[src/rtl/alu1_monitor.sv]
// Response checker for a 1-bit ALU: two-stage sample/compare pipeline with saturating
// counters, sticky first-error capture, 64-vector coverage bitmap and a verdict FSM.
module alu1_monitor #(
   parameter int unsigned CNT_W       = 16,
   parameter bit          CHECK_CARRY = 1'b1
) (
   input  logic             clock,
   input  logic             reset,
   input  logic             clear,
   input  logic             enable,
   input  logic             A,
   input  logic             B,
   input  logic             carryin,
   input  logic [2:0]       control,
   input  logic             out,
   input  logic             carryout,
   output logic [CNT_W-1:0] vec_count,
   output logic [CNT_W-1:0] err_count,
   output logic             first_err_valid,
   output logic [5:0]       first_err_vec,
   output logic [1:0]       first_err_got,
   output logic             coverage_full,
   output logic             done,
   output logic             pass
);

   typedef enum logic [1:0] {StIdle, StRun, StPass, StFail} state_e;

   state_e           state_q, state_d;
   logic             s1_valid_q;
   logic [5:0]       s1_vec_q;
   logic [1:0]       s1_got_q;
   logic [CNT_W-1:0] vec_q, err_q;
   logic             fev_q;
   logic [5:0]       fevec_q;
   logic [1:0]       fegot_q;
   logic [63:0]      cov_q, cov_next;
   logic             bx, sum, cout, lgc, exp_out, mismatch, err_seen;

   // Stage 1: register the raw sample; a clear in the same cycle drops it.
   always_ff @(posedge clock or posedge reset) begin
      if (reset) begin
         s1_valid_q <= 1'b0;
         s1_vec_q   <= '0;
         s1_got_q   <= '0;
      end else begin
         s1_valid_q <= enable & ~clear;
         s1_vec_q   <= {control, carryin, B, A};
         s1_got_q   <= {carryout, out};
      end
   end

   // Golden model on the stage-1 sample; vector layout is {control,carryin,B,A}.
   always_comb begin
      bx   = s1_vec_q[1] ^ s1_vec_q[3];
      sum  = s1_vec_q[0] ^ bx ^ s1_vec_q[2];
      cout = (s1_vec_q[0] & bx) | (s1_vec_q[0] & s1_vec_q[2]) | (bx & s1_vec_q[2]);
      unique case (s1_vec_q[4:3])
         2'b00:   lgc = s1_vec_q[0] & s1_vec_q[1];
         2'b01:   lgc = s1_vec_q[0] | s1_vec_q[1];
         2'b10:   lgc = ~(s1_vec_q[0] | s1_vec_q[1]);
         default: lgc = s1_vec_q[0] ^ s1_vec_q[1];
      endcase
      exp_out  = s1_vec_q[5] ? lgc : sum;
      mismatch = s1_valid_q &
                 ((s1_got_q[0] != exp_out) | (CHECK_CARRY & (s1_got_q[1] != cout)));
      cov_next = cov_q | (64'd1 << s1_vec_q);
      err_seen = (err_q != '0) | mismatch;
   end

   // Stage 2: counters, first-error capture and coverage.
   always_ff @(posedge clock or posedge reset) begin
      if (reset) begin
         vec_q   <= '0;
         err_q   <= '0;
         fev_q   <= 1'b0;
         fevec_q <= '0;
         fegot_q <= '0;
         cov_q   <= '0;
      end else if (clear) begin
         vec_q   <= '0;
         err_q   <= '0;
         fev_q   <= 1'b0;
         fevec_q <= '0;
         fegot_q <= '0;
         cov_q   <= '0;
      end else if (s1_valid_q) begin
         if (vec_q != {CNT_W{1'b1}}) vec_q <= vec_q + CNT_W'(1'b1);
         if (mismatch && err_q != {CNT_W{1'b1}}) err_q <= err_q + CNT_W'(1'b1);
         if (mismatch && !fev_q) begin
            fev_q   <= 1'b1;
            fevec_q <= s1_vec_q;
            fegot_q <= s1_got_q;
         end
         cov_q <= cov_next;
      end
   end

   always_ff @(posedge clock or posedge reset) begin
      if (reset)      state_q <= StIdle;
      else if (clear) state_q <= StIdle;
      else            state_q <= state_d;
   end

   always_comb begin
      state_d = state_q;
      if (s1_valid_q) begin
         unique case (state_q)
            StIdle:  state_d = StRun;
            StRun:   if (&cov_next) state_d = err_seen ? StFail : StPass;
            StPass:  if (mismatch) state_d = StFail;
            default: state_d = StFail;
         endcase
      end
   end

   always_comb begin
      vec_count       = vec_q;
      err_count       = err_q;
      first_err_valid = fev_q;
      first_err_vec   = fevec_q;
      first_err_got   = fegot_q;
      coverage_full   = &cov_q;
      done            = (state_q == StPass) | (state_q == StFail);
      pass            = (state_q == StPass);
   end

endmodule

[config.mk]
export PLATFORM = sky130hd
export DESIGN_NAME = alu1_monitor
export DESIGN_NICKNAME = d
export VERILOG_FILES = /design/src/rtl/alu1_monitor.sv
export SDC_FILE = /design/constraint.sdc
export NUM_CORES = 1
export LEC_CHECK = 0
export ABC_AREA = 0
export ABC_CLOCK_PERIOD_IN_PS = 4000
export BUFFER_PORTS_ARGS = -buffer_cell sky130_fd_sc_hd__buf_4
export CAP_MARGIN = 20
export CORE_MARGIN = 1
export CORE_UTILIZATION = 40
export CTS_CLUSTER_SIZE = 28
export DETAILED_ROUTE_END_ITERATION = 6
export GPL_TIMING_DRIVEN = 0
export PLACE_DENSITY = 0.58
export SETUP_SLACK_MARGIN = 0.05
export SYNTH_ARGS = -nofsm -noshare
export SYNTH_HDL_FRONTEND = slang
export SYNTH_SLANG_ARGS = --single-unit
export TNS_END_PERCENT = 100
[constraint.sdc]
create_clock -name clock -period 4 [get_ports clock]
set_input_delay 0.2 -clock clock [delete_from_list [all_inputs] [get_ports clock]]
set_output_delay 0.2 -clock clock [all_outputs]
set_load 0.005 [all_outputs]
==> impl_metrics.csv, run 1 <==
group,metric,value,unit
timing,post-route-worst-setup-slack,0.3454,ns
global_routing,via_count_of_the_first_global_routing_pass,5743,
pwr,total_switching_power,676.8,uW
global_routing,number_of_antenna_violations_at_the_first_check_in_global_routing,0,
setup_path,worst_ep_arrival_time,3.98,ns
pwr,power_leakage,0.003053,uW
timing,setup_viol,0,
floorplan,fp.dieH,124.8,um
job,cap_violations,0,
synthesis,yosysWarnings,0,
detailed_routing,wirelength,20230,um
timing,final.hold.worst_slack,0.02454,ns
pwr,vdd.ir_drop.worst,0.2878,mV
cts,worst_setup_hold_path_clk_slew,0.05,ns
global_routing,largest_net_degree_at_the_start_of_global_routing,71,
timing,final_hold_violation_count,0,
timing,tightest_pin_transition,0.9456,ns
cells_and_area,num-nets-final,771,
detailed_routing,final_antenna_net_count,0,
timing,clock-skew-final,0.006056,ns
cts,cts_setup_buffers,0,
synthesis,number_of_enable_flip_flop_cells_after_synthesis,0,
status,run_status,"finished, violations left",
global_routing,global_route.usage.total,27.31,%
cts,cts_sinks,116,
synthesis,ys_top_cells_by_area,"sky130_fd_sc_hd__dfrtp_1 48%, sky130_fd_sc_hd__a21oi_1 8.5%, sky130_fd_sc_hd__nor2_1 5.2%",
synthesis,syn-cell-area,6028,sq um
global_routing,grt_first_pass_wirelength,32260,um
cts,clk-insertion-delay-late,0.41,ns
cts,cts_inserted_buffers,17,
timing,final_worst_path_period_share,91.37,%
place,dp_slack,0.2700,ns
setup_path,required_time_of_the_worst_setup_path,4.32,ns
status,failed_checks,"DRC",
cells_and_area,final_layout_size_suffix_gt1_share,14.85,%
detailed_routing,viasPerCell,6.114,
setup_path,worstSetupEndpointType,"register",
setup_path,startpoint_types,"register",
pwr,cellInternalPower,2140,uW
synthesis,synth_cells,667,
hold_path,worst_hold_path_type,"input port to register",
timing,worst_slew_margin_rel,36.47,%
place,port_buffers,54,
cts,clock-root-buffer,"sky130_fd_sc_hd__clkbuf_16",
synthesis,synthTopCellsByCount,"116 x sky130_fd_sc_hd__dfrtp_1, 102 x sky130_fd_sc_hd__a21oi_1, 84 x sky130_fd_sc_hd__nor2_1, 36 x sky130_fd_sc_hd__nand4_1, 33 x sky130_fd_sc_hd__clkbuf_1",
cts,tritoncts,"built",
global_routing,global_route.overflow_total,0,
pwr,power-per-cell-area,384.1,nW/um^2
pwr,p_seq_share,42.9,%
synthesis,synth_fp_nets,687,
synthesis,synthFlopType,"sky130_fd_sc_hd__dfrtp_1",
pwr,power.share.clock,48.9,%
floorplan,fp-row-count,44,
synthesis,synth-seq-cells,116,
cells_and_area,number_of_cells_in_the_finished_layout_apart_from_fillers,945,
setup_path,peak_fanout_along_the_critical_path,10,
pwr,overall_power_of_the_completed_layout,2816,uW
cts,cts-htree-levels,4,
synthesis,ys_async_sr_fraction,100.0,%
synthesis,synthDominantAreaCellType,"sky130_fd_sc_hd__dfrtp_1",
detailed_routing,drcViolationCount,18,
timing,max_fclk,273.6,MHz
detailed_routing,detail_route.first_pass.iterations,7,
floorplan,floorplan.io_pins,56,
detailed_routing,drt-initial-drc-count,580,
detailed_routing,wl_per_cell,21.41,um
timing,timing.final.max_slew_violations,0,
cells_and_area,synthToLayoutAreaGrowth,21.63,%
place,placedCellCount,906,
synthesis,synth_seq_area_share,48.15,%
pwr,switching_share,24.03,%
synthesis,syn-mean-instance-area,9.038,sq um
floorplan,start_util,41.17,%
synthesis,most_instantiated_library_cell_after_synthesis,"sky130_fd_sc_hd__dfrtp_1",
synthesis,netlist-cell-type-count,57,
detailed_routing,routed-via-count,5778,
setup_path,path_class,"register to register",
cells_and_area,count_of_inserted_antenna_diode_cells,0,
cts,cts_buffer_depth,2,
synthesis,yosysTopAreaCellShare,48.15,%
timing,rsz_0062_raised_after_global_routing,"no",
place,replace_congestion,0.9634,
floorplan,die_w,124.8,um
place,post-dp-hpwl,14190,um
timing,period_needed,3.655,ns
floorplan,dieArea,15570,sq um
pwr,comb_power_share,8.2,%
floorplan,fp.coreArea,14640,sq um
==> timing repair <==
| item | 4_1_cts | 5_1_grt |
|---|---|---|
| endpoints found under the setup margin | 0 | 10 |
| endpoints found under the hold margin | 54 | 0 |
| resized for setup | 0 | 4 |
| hold buffers | 9 | 0 |
==> path summary, 6_finish.rpt <==
| check | start | endpoint | slack (ns) | cells after the start |
|---|---|---|---|---|
| setup / recovery | s1_vec_q[3]$_DFF_PP0_ | err_count[13]$_DFFE_PP0P_ | 0.35 | 11 |
| hold / removal | enable | s1_valid_q$_DFF_PP0_ | 0.02 | 2 |
| setup reg to reg | s1_vec_q[3]$_DFF_PP0_ | err_count[13]$_DFFE_PP0P_ | 0.35 | 11 |
| hold reg to reg | cov_q[40]$_DFFE_PP0P_ | cov_q[40]$_DFFE_PP0P_ | 0.53 | 2 |
| max in group asynchronous | reset | vec_count[8]$_DFFE_PP0P_ | 2.93 | 4 |
| min in group asynchronous | reset | s1_vec_q[1]$_DFF_PP0_ | 0.38 | 3 |
==> power by group through the flow <==
stage	clock network, uW	logic [uW]	registers [uW]
final	1380	230	1210
after global routing	1450	251	1210
after CTS	1400	228	1210
after detailed placement	0	219	1230
after global placement	0	214	1230
after floorplan	0	133	1220
==> cell type report <==
| type | count | area [sq um] |
|---|---|---|
| fillers | 1378 | 7312 |
| flip-flops and latches | 116 | 2903 |
| multi-input cells | 485 | 2853 |
| repair buffers | 65 | 528.0 |
| clock buffers | 25 | 515.5 |
| well taps | 184 | 230.2 |
| plain buffers | 49 | 211.5 |
| inverters | 17 | 68.82 |
| clock inverters | 4 | 22.52 |
==> state kept, by name, indices dropped and copies added, names as in the netlist <==
signal           cells
state_q              2
first_err_valid      1
err_count           16
cov_q               64
s1_got_q             2
first_err_vec        6
s1_vec_q             6
first_err_got        2
vec_count           16
s1_valid_q           1
==> per-layer routing <==
layer  track usage, %  up-vias  part of all wire (%)
met3            6.143       39                   7.5
met5                0        -                     0
met4            9.513        0                   2.5
met1            36.90     2861                    44
met2            42.99      279                    46
li1                 -     2599                     -
==> logic make-up (layout without fill, tap and decap cells) <==
family,count (synthesis),after routing,synth area share [%]
AOI/OAI and AO/OA,182,182,17.62
xor gates and xnor gates,15,15,2.179
adders and majority gates,8,8,1.785
buffers and inverters,66,160,4.525
DFF,116,116,48.15
muxes,6,6,1.079
and+or+nand+nor,274,274,24.66
==> through the flow <==
step	setup TNS [ns]	utilization [%]	cell area [sq um]
final	0	50.07	7332
after global routing	0	50.07	7332
after CTS	0	50.02	7325
after detailed placement	0	45.73	6696
after global placement	-65.01	45.51	6664
after floorplan	0	-	6028
==> layout by cell type (no fill, tap or decap), types with 12 or more instances in the layout <==
master and count:
sky130_fd_sc_hd__nor2_1 84, sky130_fd_sc_hd__a31oi_1 21, sky130_fd_sc_hd__nor2b_1 14, sky130_fd_sc_hd__nand4_1 36, sky130_fd_sc_hd__o21ai_0 24, sky130_fd_sc_hd__dfrtp_1 116
sky130_fd_sc_hd__nand2_1 24, sky130_fd_sc_hd__nor4_1 15, sky130_fd_sc_hd__nand3_1 13, sky130_fd_sc_hd__inv_1 16, sky130_fd_sc_hd__and3_1 16, sky130_fd_sc_hd__buf_4 55
sky130_fd_sc_hd__clkbuf_1 33, sky130_fd_sc_hd__a21oi_1 102, sky130_fd_sc_hd__clkbuf_16 17, sky130_fd_sc_hd__nor3_1 14, sky130_fd_sc_hd__xnor2_1 12
==> worst max-delay path, cell delays in order (launching register included) <==
cell and delay (ns):
sky130_fd_sc_hd__dfrtp_1 0.45, sky130_fd_sc_hd__buf_2 0.28, sky130_fd_sc_hd__buf_2 0.33, sky130_fd_sc_hd__xor2_1 0.13, sky130_fd_sc_hd__fa_1 0.39, sky130_fd_sc_hd__xor2_1 0.31, sky130_fd_sc_hd__nor2b_1 0.09, sky130_fd_sc_hd__and4_1 0.21
sky130_fd_sc_hd__or3_1 0.44, sky130_fd_sc_hd__clkbuf_2 0.23, sky130_fd_sc_hd__or4_1 0.52, sky130_fd_sc_hd__a21oi_1 0.18
Note: power is estimated with default switching activity, not from simulation.
==> inputs of run 2 (changes only) <==
Settings changed: BUFFER_PORTS_ARGS -buffer_cell sky130_fd_sc_hd__buf_4 to -buffer_cell sky130_fd_sc_hd__buf_2, RECOVER_POWER set to 25.
==> run 2 against run 1 <==
Compared with the run above: the run ends with DRC, capacitance limit, slew limit left; via count fell by 0.80%; flip-flop and latch count did not move; wire length rose by 0.80%; design area fell by 1.0%; combinational power fell by 3%; clock skew rose by 0.0010 ns; critical path type unchanged; largest cell class unchanged.
==> impl_metrics.csv, run 2 (synthesis results as in run 1) <==
group,metric,value,unit
place,placedCellCount,906,
timing,worst_slew_margin_rel,-28.17,%
cts,clock-root-buffer,"sky130_fd_sc_hd__clkbuf_16",
floorplan,fp-row-count,44,
cells_and_area,num-nets-final,771,
detailed_routing,routed-via-count,5732,
floorplan,die_w,124.8,um
cells_and_area,count_of_inserted_antenna_diode_cells,0,
cells_and_area,synthToLayoutAreaGrowth,20.40,%
setup_path,worstSetupEndpointType,"register",
global_routing,global_route.overflow_total,0,
place,port_buffers,54,
place,detailed_place.area,6561,sq um
pwr,p_seq_share,39.7,%
place,replace_congestion,0.9396,
pwr,power-per-cell-area,419.0,nW/um^2
detailed_routing,detail_route.first_pass.iterations,7,
status,failed_checks,"DRC, capacitance limit, slew limit",
detailed_routing,drcViolationCount,18,
pwr,vdd.ir_drop.worst,0.3547,mV
detailed_routing,wirelength,20390,um
cts,cts_inserted_buffers,17,
timing,timing.final.max_slew_violations,119,
pwr,switching_share,23.10,%
setup_path,startpoint_types,"register",
global_routing,via_count_of_the_first_global_routing_pass,5498,
cts,clk-insertion-delay-late,0.43,ns
cells_and_area,number_of_cells_in_the_finished_layout_apart_from_fillers,948,
floorplan,start_util,41.17,%
cells_and_area,layout_common_cells,"116 x sky130_fd_sc_hd__dfrtp_1, 102 x sky130_fd_sc_hd__a21oi_1, 84 x sky130_fd_sc_hd__nor2_1, 65 x sky130_fd_sc_hd__buf_2, 36 x sky130_fd_sc_hd__nand4_1",
setup_path,setup.reg_to_reg.worst_slack,0.30,ns
cells_and_area,finalInstanceArea,7258,sq um
floorplan,dieArea,15570,sq um
global_routing,global_route.usage.total,27.46,%
detailed_routing,viasPerCell,6.046,
cells_and_area,final_common_cell,"sky130_fd_sc_hd__dfrtp_1",
detailed_routing,wl_per_cell,21.51,um
timing,period_needed,3.695,ns
cells_and_area,postLayoutCoreUtil,49.56,%
timing,timing.setup.tns,0,ns
timing,clock-skew-final,0.007058,ns
setup_path,required_time_of_the_worst_setup_path,4.34,ns
detailed_routing,drt-initial-drc-count,620,
cts,cts_sinks,116,
place,post-dp-hpwl,14270,um
pwr,total_switching_power,702.5,uW
timing,final_worst_path_period_share,92.38,%
timing,max_fclk,270.6,MHz
pwr,comb_power_share,7.3,%
cts,cts_buffer_depth,2,
timing,setup_viol,0,
timing,tightest_pin_transition,1.912,ns
global_routing,number_of_antenna_violations_at_the_first_check_in_global_routing,0,
setup_path,peak_fanout_along_the_critical_path,10,
cts,cts-htree-levels,4,
status,run_status,"finished, violations left",
cells_and_area,final_layout_size_suffix_gt1_share,15.05,%
global_routing,largest_net_degree_at_the_start_of_global_routing,73,
pwr,power.share.clock,53.0,%
cells_and_area,largest_reg_flops,64,
job,cap_violations,2,
pwr,power_leakage,0.003076,uW
setup_path,path_class,"register to register",
global_routing,grt_first_pass_wirelength,32070,um
floorplan,floorplan.io_pins,56,
pwr,cellInternalPower,2339,uW
timing,final_hold_violation_count,0,
setup_path,worst_ep_arrival_time,4.04,ns
hold_path,worst_hold_path_type,"input port to register",
detailed_routing,final_antenna_net_count,0,
cts,cts_setup_buffers,0,
cells_and_area,regMostFlops,"cov_q",
floorplan,fp.coreArea,14640,sq um
timing,rsz_0062_raised_after_global_routing,"no",
floorplan,fp.dieH,124.8,um
cts,worst_setup_hold_path_clk_slew,0.05,ns
cts,tritoncts,"built",
## run 2: changes by cell type in the layout (fill, tap and decap cells not counted)
cell                         delta
sky130_fd_sc_hd__clkinvlp_2     +1
sky130_fd_sc_hd__buf_4         -54
sky130_fd_sc_hd__buf_2         +54
sky130_fd_sc_hd__buf_16         -1
sky130_fd_sc_hd__clkbuf_8       -3
sky130_fd_sc_hd__clkinv_2       +2
sky130_fd_sc_hd__clkbuf_1       +1
sky130_fd_sc_hd__bufinv_16      +4
sky130_fd_sc_hd__inv_6          -1
## run 2: final timing paths
check / start / endpoint / depth (start not counted)
worst min register to register: cov_q[14]$_DFFE_PP0P_ / cov_q[14]$_DFFE_PP0P_ / 2
worst max register to register: s1_vec_q[3]$_DFF_PP0_ / err_count[1]$_DFFE_PP0P_ / 12
min in group asynchronous: reset / s1_vec_q[0]$_DFF_PP0_ / 3
worst max-delay path: s1_vec_q[3]$_DFF_PP0_ / err_count[1]$_DFFE_PP0P_ / 12
worst min-delay path: enable / s1_valid_q$_DFF_PP0_ / 2
max in group asynchronous: reset / vec_count[10]$_DFFE_PP0P_ / 4
## run 2: timing repair
action / CTS / global route
endpoints found under the hold margin: 52 / 0
endpoints found under the setup margin: 0 / 10
hold buffers: 9 / 0
gates resized for setup: 0 / 2
## run 2: worst max-delay path: stages, from the launching register on
cell,delay (ns)
sky130_fd_sc_hd__dfrtp_1,0.45
sky130_fd_sc_hd__buf_2,0.27
sky130_fd_sc_hd__buf_2,0.31
sky130_fd_sc_hd__xor2_1,0.22
sky130_fd_sc_hd__fa_1,0.43
sky130_fd_sc_hd__nor2b_1,0.17
sky130_fd_sc_hd__or3_1,0.31
sky130_fd_sc_hd__a31oi_1,0.19
sky130_fd_sc_hd__or3_1,0.24
sky130_fd_sc_hd__clkbuf_1,0.39
sky130_fd_sc_hd__clkbuf_2,0.32
sky130_fd_sc_hd__o21ai_0,0.13
sky130_fd_sc_hd__a21oi_1,0.19
## run 2: area by class of cell
| type | count | area (sq um) |
|---|---|---|
| sequential | 116 | 2903 |
| tap | 184 | 230.2 |
| clock buffer | 22 | 474.2 |
| inverter | 17 | 65.06 |
| buffer | 49 | 210.2 |
| fill | 1409 | 7386 |
| multi-input combinational | 485 | 2853 |
| timing repair buffer | 65 | 370.4 |
| clock inverter | 10 | 152.6 |
## run 2: metrics by stage
stage	hold WS [ns]	setup WS (ns)	power, uW
floorplan	0.2314	0.7276	1357
global route	0.05487	0.05376	3146
CTS	0.02244	0.2102	3064
finish	0.03655	0.3049	3041
global placement	0.3096	-0.5913	1435
detailed placement	0.2468	0.2666	1440
## run 2: metal layers
metal	routed length, um	vias up	GRT usage [%]
met5	0	-	0
met4	559	0	10.89
met3	1683	45	7.259
met2	9121	256	41.90
met1	9024	2828	37.00
li1	-	2603	-
## run 2: power groups by stage
stage,Sequential [uW],Combinational (uW),Clock (uW)
after floorplan,1220,133,0
after global placement,1230,207,0
after detailed placement,1230,213,0
after CTS,1210,222,1630
after global routing,1210,241,1700
final,1210,222,1610
==> inputs of run 3 (changes only) <==
Settings changed: PLACE_DENSITY 0.58 to 0.6.
==> run 3 against run 2 <==
Compared with the run above: the run still ends with DRC, capacitance limit, slew limit left; utilization down 0.22 points; first-iteration DRC count down 15%; sequential power about the same; combinational power about the same; critical path depth unchanged; fmax up 2.3%; global-route usage down 0.48 points; sequential share of layout area up 0.18 points; count of clock-buffer cells in the layout up 1; clock power down 8%; non-clock buffer count unchanged.
==> impl_metrics.csv, run 3 (synthesis results as in run 1) <==
group,metric,value,unit
setup_path,startpoint_types,"register",
pwr,power_leakage,0.003051,uW
cells_and_area,layout_common_cells,"116 x sky130_fd_sc_hd__dfrtp_1, 102 x sky130_fd_sc_hd__a21oi_1, 84 x sky130_fd_sc_hd__nor2_1, 61 x sky130_fd_sc_hd__buf_2",
pwr,comb_power_share,7.7,%
detailed_routing,wl_per_cell,21.38,um
timing,tightest_pin_transition,2.426,ns
timing,final_hold_violation_count,0,
cts,clk-insertion-delay-late,0.41,ns
setup_path,critical_path.slowest_cell,"sky130_fd_sc_hd__dfrtp_1",
place,detailed_place.area,6559,sq um
setup_path,path_class,"register to register",
setup_path,worstSetupEndpointType,"register",
global_routing,global_route.usage.total,26.98,%
timing,timing.final.max_slew_violations,52,
cells_and_area,synthToLayoutAreaGrowth,19.86,%
pwr,power.share.clock,50.8,%
setup_path,crit_path_cell_trace,"buf_2 > clkbuf_4 > xor2_1 > fa_1 > nor2b_1 > or3_1 > a31oi_1 > or3_1 > clkbuf_1 > clkbuf_2 > o21ai_0 > a21oi_1",
timing,period_needed,3.612,ns
cts,cts-htree-levels,4,
place,post-dp-hpwl,14370,um
pwr,switching_share,23.19,%
global_routing,number_of_antenna_violations_at_the_first_check_in_global_routing,0,
timing,rsz_0062_raised_after_global_routing,"no",
pwr,power-per-cell-area,403.2,nW/um^2
cells_and_area,finalInstanceArea,7226,sq um
status,failed_checks,"DRC, capacitance limit, slew limit",
setup_path,worst_r2r_path_depth,12,
timing,setup_viol,0,
setup_path,worst_ep_arrival_time,3.95,ns
detailed_routing,final_antenna_net_count,0,
hold_path,whs_path_depth,2,
detailed_routing,wirelength,20180,um
cells_and_area,final_layout_size_suffix_gt1_share,14.34,%
place,port_buffers,54,
detailed_routing,detail_route.first_pass.iterations,7,
floorplan,dieArea,15570,sq um
place,replace_congestion,0.9576,
setup_path,timing.rr.end,"err_count[0]$_DFFE_PP0P_",
global_routing,gr-usage-met2,40.42,%
timing,clock-skew-final,0.005815,ns
job,cap_violations,1,
timing,max_fclk,276.9,MHz
floorplan,fp.dieH,124.8,um
detailed_routing,drt-initial-drc-count,528,
cells_and_area,regMostFlops,"cov_q",
pwr,cellInternalPower,2238,uW
place,dp_slack,0.2321,ns
setup_path,required_time_of_the_worst_setup_path,4.33,ns
timing,timing.setup.tns,0,ns
global_routing,via_count_of_the_first_global_routing_pass,5498,
cts,tritoncts,"built",
cts,cts_inserted_buffers,17,
global_routing,global_route.overflow_total,0,
global_routing,grt_util_met3,6.959,%
cts,worst_setup_hold_path_clk_slew,0.05,ns
pwr,p_seq_share,41.5,%
setup_path,critical_path.max_stage_delay,0.44,ns
cells_and_area,num-nets-final,771,
floorplan,floorplan.io_pins,56,
detailed_routing,routed-via-count,5770,
setup_path,worst_setup_path_startpoint,"s1_vec_q[3]$_DFF_PP0_",
floorplan,fp.coreArea,14640,sq um
timing,final_worst_path_period_share,90.30,%
cells_and_area,largest_reg_flops,64,
cts,clock-root-buffer,"sky130_fd_sc_hd__clkbuf_16",
hold_path,worst_hold_path_type,"input port to register",
global_routing,largest_net_degree_at_the_start_of_global_routing,66,
setup_path,cpMostUsedCell,"sky130_fd_sc_hd__or3_1",
detailed_routing,viasPerCell,6.112,
floorplan,start_util,41.17,%
detailed_routing,drcViolationCount,18,
pwr,overall_power_of_the_completed_layout,2913,uW
status,run_status,"finished, violations left",
cts,cts_sinks,116,
setup_path,setup.reg_to_reg.worst_slack,0.39,ns
pwr,total_switching_power,675.6,uW
global_routing,grt.busiest_layer,"met2",
pwr,vdd.ir_drop.worst,0.2990,mV
setup_path,worstPathBufferInverterCount,4,
global_routing,grt_first_pass_wirelength,31900,um
floorplan,die_w,124.8,um
hold_path,hp-start,"enable",
floorplan,fp-row-count,44,
setup_path,critical_path.top_delay_family,"buffers and inverters",
global_routing,met1_usage,37.03,%
cells_and_area,count_of_inserted_antenna_diode_cells,0,
cells_and_area,final_common_cell,"sky130_fd_sc_hd__dfrtp_1",
timing,worst_slew_margin_rel,-62.62,%
timing,post-route-worst-setup-slack,0.3880,ns
setup_path,r2r_start,"s1_vec_q[3]$_DFF_PP0_",
setup_path,peak_fanout_along_the_critical_path,10,
hold_path,whs_endpoint,"s1_valid_q$_DFF_PP0_",
cts,cts_buffer_depth,2,
[run 3: cell types whose count changed in the layout (fill, tap and decap cells not counted)]
| cell | previous run | this run |
|---|---|---|
| sky130_fd_sc_hd__buf_2 | 65 | 61 |
| sky130_fd_sc_hd__bufinv_16 | 4 | 2 |
| sky130_fd_sc_hd__clkbuf_1 | 34 | 36 |
| sky130_fd_sc_hd__clkbuf_8 | 3 | 5 |
| sky130_fd_sc_hd__clkinv_2 | 5 | 3 |
| sky130_fd_sc_hd__buf_16 | 0 | 1 |
| sky130_fd_sc_hd__clkbuf_2 | 3 | 2 |
| sky130_fd_sc_hd__clkbuf_4 | 0 | 1 |
| sky130_fd_sc_hd__clkinvlp_4 | 1 | 0 |
[run 3: area by class of cell]
class	instances	area [sq um]
plain buffers	49	212.7
clock buffers	23	498.0
clock inverters	5	75.07
fillers	1399	7418
inverters	17	65.06
multi-input cells	485	2853
flip-flops and latches	116	2903
well taps	184	230.2
repair buffers	65	389.1
[run 3: worst max path at each step]
stage | end | slack (ns) | depth (start not counted)
6_report | err_count[0]$_DFFE_PP0P_ | 0.39 | 12
5_1_grt | err_count[9]$_DFFE_PP0P_ | 0.11 | 12
4_1_cts | err_count[0]$_DFFE_PP0P_ | 0.19 | 12
3_5_place_dp | err_count[0]$_DFFE_PP0P_ | 0.23 | 12
3_3_place_gp | vec_count[9]$_DFFE_PP0P_ | -0.51 | 2
2_1_floorplan | cov_q[0]$_DFFE_PP0P_ | 0.73 | 1
[run 3: metal layers]
metal	vias to the layer above	part of all wire, %
met5	-	0.21
met4	2	3.4
met3	46	8.3
met2	286	44
met1	2821	44
li1	2615	-
[run 3: through the flow]
stage	util, %	hold WS [ns]	std cells
after global placement	44.58	0.3103	905
after global routing	49.34	0.04017	944
final	49.34	0.03460	944
after CTS	49.32	0.02887	943
after detailed placement	44.79	0.3094	906
after floorplan	-	0.2314	667
[run 3: power groups by stage]
stage               logic [uW]  clock network (uW)  registers (uW)
finish                     224                1480            1210
global route               245                1550            1210
CTS                        223                1500            1210
detailed placement         214                   0            1230
global placement           208                   0            1230
floorplan                  133                   0            1220
[run 3: timing repair]
item / in CTS / in global routing
hold endpoints to repair: 59 / 0
hold buffers: 9 / 0
gates resized for setup: 0 / 3
buffers inserted: 0 / 0
setup endpoints to repair: 0 / 10
